<file path="src/rtl/reg_file_8x8.sv">
// Eight-entry register file (A..H) for the tau datapath: parallel register outputs,
// single-cycle WRITE/INCDEC and a two-cycle SWAP under a valid/ready handshake.
module reg_file_8x8 #(
    parameter int                   WORD_SIZE   = 8,
    parameter logic [WORD_SIZE-1:0] RESET_VALUE = '0
) (
    input  logic                 clk,
    input  logic                 rst_n,
    input  logic                 op_valid,
    output logic                 op_ready,
    input  logic [1:0]           op,
    input  logic [2:0]           dst_sel,
    input  logic [2:0]           src_sel,
    input  logic                 dec,
    input  logic [WORD_SIZE-1:0] wr_data,
    output logic [WORD_SIZE-1:0] A,
    output logic [WORD_SIZE-1:0] B,
    output logic [WORD_SIZE-1:0] C,
    output logic [WORD_SIZE-1:0] D,
    output logic [WORD_SIZE-1:0] E,
    output logic [WORD_SIZE-1:0] F,
    output logic [WORD_SIZE-1:0] G,
    output logic [WORD_SIZE-1:0] H,
    output logic                 wrap,
    output logic                 state_dbg
);

    localparam logic [1:0] OP_NOP    = 2'b00;
    localparam logic [1:0] OP_WRITE  = 2'b01;
    localparam logic [1:0] OP_SWAP   = 2'b10;
    localparam logic [1:0] OP_INCDEC = 2'b11;

    localparam logic [WORD_SIZE-1:0] ONE  = WORD_SIZE'(1);
    localparam logic [WORD_SIZE-1:0] ONES = '1;

    typedef enum logic {IDLE = 1'b0, SWAP2 = 1'b1} state_t;

    state_t               state, state_d;
    logic [WORD_SIZE-1:0] regs [8];
    logic [WORD_SIZE-1:0] tmp;
    logic [2:0]           src_q;
    logic                 accept;
    logic                 inc_wraps;

    // Handshake: an op transfers on a rising edge where op_valid && op_ready; op_ready
    // depends on state only, so the requester may hold op_valid until it is taken.
    assign op_ready  = (state == IDLE);
    assign accept    = op_valid && op_ready;
    assign state_dbg = state;

    assign inc_wraps = dec ? (regs[dst_sel] == '0) : (regs[dst_sel] == ONES);

    always_comb begin
        state_d = state;
        case (state)
            IDLE:    if (accept && op == OP_SWAP) state_d = SWAP2;
            SWAP2:   state_d = IDLE;
            default: state_d = IDLE;
        endcase
    end

    always_ff @(posedge clk or negedge rst_n) begin
        if (!rst_n) begin
            state <= IDLE;
        end else begin
            state <= state_d;
        end
    end

    // At most one register is written per edge: SWAP2 writeback and IDLE ops are exclusive.
    always_ff @(posedge clk or negedge rst_n) begin
        if (!rst_n) begin
            for (int i = 0; i < 8; i++) regs[i] <= RESET_VALUE;
            tmp   <= '0;
            src_q <= '0;
            wrap  <= 1'b0;
        end else begin
            wrap <= 1'b0;
            if (state == SWAP2) begin
                regs[src_q] <= tmp;
            end else if (accept) begin
                case (op)
                    OP_WRITE: regs[dst_sel] <= wr_data;
                    OP_INCDEC: begin
                        regs[dst_sel] <= dec ? (regs[dst_sel] - ONE) : (regs[dst_sel] + ONE);
                        wrap          <= inc_wraps;
                    end
                    OP_SWAP: begin
                        tmp           <= regs[dst_sel];
                        regs[dst_sel] <= regs[src_sel];
                        src_q         <= src_sel;
                    end
                    OP_NOP:  ;
                    default: ;
                endcase
            end
        end
    end

    assign A = regs[0];
    assign B = regs[1];
    assign C = regs[2];
    assign D = regs[3];
    assign E = regs[4];
    assign F = regs[5];
    assign G = regs[6];
    assign H = regs[7];

endmodule

</file>
<file path="config.mk">
export PLATFORM = sky130hd
export DESIGN_NAME = reg_file_8x8
export DESIGN_NICKNAME = d
export VERILOG_FILES = /design/src/rtl/reg_file_8x8.sv
export SDC_FILE = /design/constraint.sdc
export NUM_CORES = 1
export LEC_CHECK = 0
export BUFFER_PORTS_ARGS = -buffer_cell sky130_fd_sc_hd__buf_2
export CAP_MARGIN = 20
export CORE_UTILIZATION = 35
export DETAILED_ROUTE_END_ITERATION = 8
export PLACE_DENSITY = 0.65
export SYNTH_ARGS = -nofsm -noshare
export SYNTH_HDL_FRONTEND = slang
export SYNTH_SLANG_ARGS = --single-unit
</file>
<file path="constraint.sdc">
create_clock -name clk -period 3.8 [get_ports clk]
set_input_delay 0.38 -clock clk [delete_from_list [all_inputs] [get_ports clk]]
set_output_delay 0.38 -clock clk [all_outputs]
set_load 0.01 [all_outputs]
</file>
==> summary.md <==
| Metric | Value |
|---|---|
| Status | complete, but fails checks |
| Failing checks | negative hold slack |
| Critical path arrival | ~3.6 ns |
| Mean area per synthesized cell | 8.49 um^2 |
| Worst slew pin tran | 1.11 ns |
| Clock transition at the registers of the reported paths | approximately 0.060 ns |
| Cell depth of the worst flop-to-flop path | 12 |
| CTS buffer count | 9 |
| CP Capture Type | register |
| Residual DRC | 0 |
| Starting Density | about 36% |
| R2r setup slk | 0.37 ns |
| Layout Area Growth over Synthesis | 20.5% |
| Final Skew | 0.00617 ns |
| Via-to-Cell Ratio | 6.32 |
| Initial antenna violation count | 0 |
| Synth Flop Type | dfrtp_1 |
| CTS Sinks | just under 80 |
| CP max stage cell | a221oi_1 |
| Row Count | 46 |
| Max clock buf depth | 2 |
| Final Non-Filler Cells | 1011 |
| Ys async rst share | 100% |
| Final setup viols | 0 |
| Peak VDD IR | 0.000340 V |
| First-pass GRT wire length | 38100 um |
| Cells resized by post-CTS repair | 0 |
| CP peak stage delay | 0.54 ns |
| Worst Path Required | 4.00 ns |
| Pin count of the biggest net entering global routing | 78 |
| Clock latency on the worst-skew pair | 0.35 ns |
| Core footprint | 16100 um^2 |
| Worst path cell trace | and3_1 > a211o_1 > a221oi_1 > inv_1 > ha_1 > a21o_1 > a21oi_1 > o21ai_0 > xor2_1 > a221oi_1 > buf_4 > o221ai_1 |
| Setup TNS | 0 ns |
| Setup Buffers After CTS | 0 |
| CTS tree | yes |
| Cells after DPL | 995 |
| Crit-path most repeated cell | a221oi_1 |
| Worst setup endpoint | A[6]$_DFFE_PN0P_ |
| Setup CP Type | register to register |
| 1st-pass router iterations | 6 |
| Mapped Cells | 688 |
| Post-synthesis cell area | slightly below 6000 um^2 |
| Critical path startpoint | D[2]$_DFFE_PN0P_ |
| Crit Path Max Fanout | 8 |
| Ports | 87 |
| H-tree levels | 3 |
| Antenna diode count | 0 |
| Wirelength per Cell | 24.7 um |
| Leakage | 2.96 nW |
| Slew Limit Headroom | 25.4% |
| Vias in the first global route | 5989 |
| Routed WL | 25000 um |
| DIE AREA | between 15000 and 20000 um^2 |
| # port buffers | 86 |
| Crit share post-route | 90.3% |
| Crit Reg-Reg Startpoint | D[2]$_DFFE_PN0P_ |
| Total grt overflow | 0 |
| Worst hold path class | input port to asynchronous set/reset pin |
| Synthesis-stage register bit count | 77 |
| F_max | 291 MHz |
| Share of cells above drive strength 1 | between 20% and 30% |
| Netlist cell types | between 50 and 60 |
| MaxCap Viol Count | 0 |
| Syn nets | 715 |
| Initial drt markers | 714 |
| Sequential-to-total area share from yosys stat | 33.0% |
| Cts hold-fix bufs | 0 |
| WHS | -0.0325 ns |
| Total track usage | 29.5% |
| Final Hold Viols | 30 |
| RR Endpoint | A[6]$_DFFE_PN0P_ |
| Die X-Extent | 131 um |
| DRT antenna net count | 0 |
| Total Nets Final | between 800 and 900 |
| Routed vias | approximately 6400 |
| Final HPWL DP | between 15000 and 20000 um |
| RSZ-0062 raised after global routing | false |
| Post-route minimum period | 3.43 ns |
| Post-synth EDFFs | 0 |
| GPL Wtd Cong | a little under 1 |
| Final Max Slew Viols | 0 |
| Clk root buf | clkbuf_16 |
| Die Ht | 131 um |
| Startpoint Class | register |
| Power Density | 518 nW/um^2 |
| Synth warn | 0 |
## layout by cell type (no fill, tap or decap), types with 9 or more instances in the layout
cell type / Yosys / routed
a221oi_1: 16 / 16
o211ai_1: 9 / 9
dfrtp_1: 77 / 76
nand2_1: 89 / 89
buf_4: 4 / 51
mux2i_1: 28 / 28
mux2_2: 10 / 10
nor2_1: 55 / 55
a211oi_1: 16 / 16
o21ai_0: 43 / 43
nand3_1: 17 / 17
clkbuf_16: 0 / 9
nand2b_1: 11 / 11
a31oi_1: 10 / 10
nor3_1: 16 / 16
o22ai_1: 17 / 17
mux4_2: 18 / 18
o31ai_1: 9 / 9
inv_1: 16 / 16
o22a_1: 10 / 10
a21oi_1: 90 / 90
buf_2: 7 / 85
## worst min path at each step
stage,slack [ns],from,cells past startpoint,endpoint
detailed placement,0.50,tmp[7]$_DFFE_PN0P_,2,tmp[7]$_DFFE_PN0P_
finish,-0.03,rst_n,1,G[7]$_DFFE_PN0P_
global route,0.0003,rst_n,1,G[0]$_DFFE_PN0P_
global placement,0.48,tmp[7]$_DFFE_PN0P_,2,tmp[7]$_DFFE_PN0P_
CTS,0.25,rst_n,1,G[7]$_DFFE_PN0P_
floorplan,0.08,rst_n,0,A[0]$_DFFE_PN0P_
## registers in the layout (all words and copies together), names as in the netlist
name	cells
A	8
B	8
C	8
D	8
E	8
F	8
G	8
H	8
src_q	3
state_dbg	1
tmp	8
wrap	1
## power by group
part	internal [mW]	switching [mW]	leakage [nW]	total (mW)
sequential	1.02	0.311	0.888	1.33
combinational	0.627	0.783	1.92	1.41
clock	0.539	0.361	0.147	0.899
## critical path: cells and delay by family (launching register included)
| kind | cells | cell delay [ns] |
|---|---|---|
| xor gates and xnor gates | 1 | 0.16 |
| AOI/OAI and AO/OA | 7 | 1.80 |
| buffers and inverters | 2 | 0.32 |
| adders and majority gates | 1 | 0.35 |
| and+or+nand+nor | 1 | 0.21 |
| DFF | 1 | 0.44 |
## through the flow
stage	hold WS [ns]	setup WS [ns]	area (um^2)	util (%)	power [mW]
floorplan	0.0844	0.291	5840	-	2.10
global placement	0.482	0.206	6710	41.8	2.70
detailed placement	0.498	0.160	6710	41.8	2.71
CTS	0.254	0.385	7010	43.7	3.62
global route	0.000293	0.197	7040	43.8	3.82
finish	-0.0325	0.368	7040	43.8	3.64
## logic make-up (layout without fill, tap and decap cells)
| kind of cell | after synthesis | count (layout) | synth area share (%) |
|---|---|---|---|
| multiplexers | 58 | 58 | 14.2 |
| adder cells (fa/ha/maj) | 7 | 7 | 1.63 |
| buffers and inverters | 63 | 170 | 4.71 |
| AO/OA/AOI/OAI | 255 | 255 | 27.9 |
| flip-flops | 77 | 77 | 33.0 |
| XOR/XNOR | 5 | 5 | 1.07 |
| AND/OR/NAND/NOR | 223 | 223 | 17.5 |
## synth_stat cells (all sizes together) (17+ instances only)
master | count | area (um^2)
a21oi | 90 | 450
nand2 | 89 | 334
dfrtp | 77 | 1930
nor2 | 55 | 206
o21ai | 43 | 215
clkbuf | 28 | 105
mux2i | 28 | 280
nor3 | 19 | 110
mux4 | 18 | 405
buf | 17 | 103
inv | 17 | 63.8
nand3 | 17 | 85.1
o22ai | 17 | 106
## cell type report
type,count,area (um^2)
sequential,77,1930
fill,1607,9020
inverter,18,67.6
clock buffer,11,253
clock inverter,4,47.5
tap,216,270
multi-input combinational,548,3640
timing repair buffer,137,836
## per-layer routing
metal	routed length (um)	share of wire, %	GRT usage, %
met2	11100	44	43.8
met1	10500	42	40.1
met5	0	0	0
met4	869	3.5	12.5
met3	2570	10	7.95
Power figures use the tool's default switching activity.
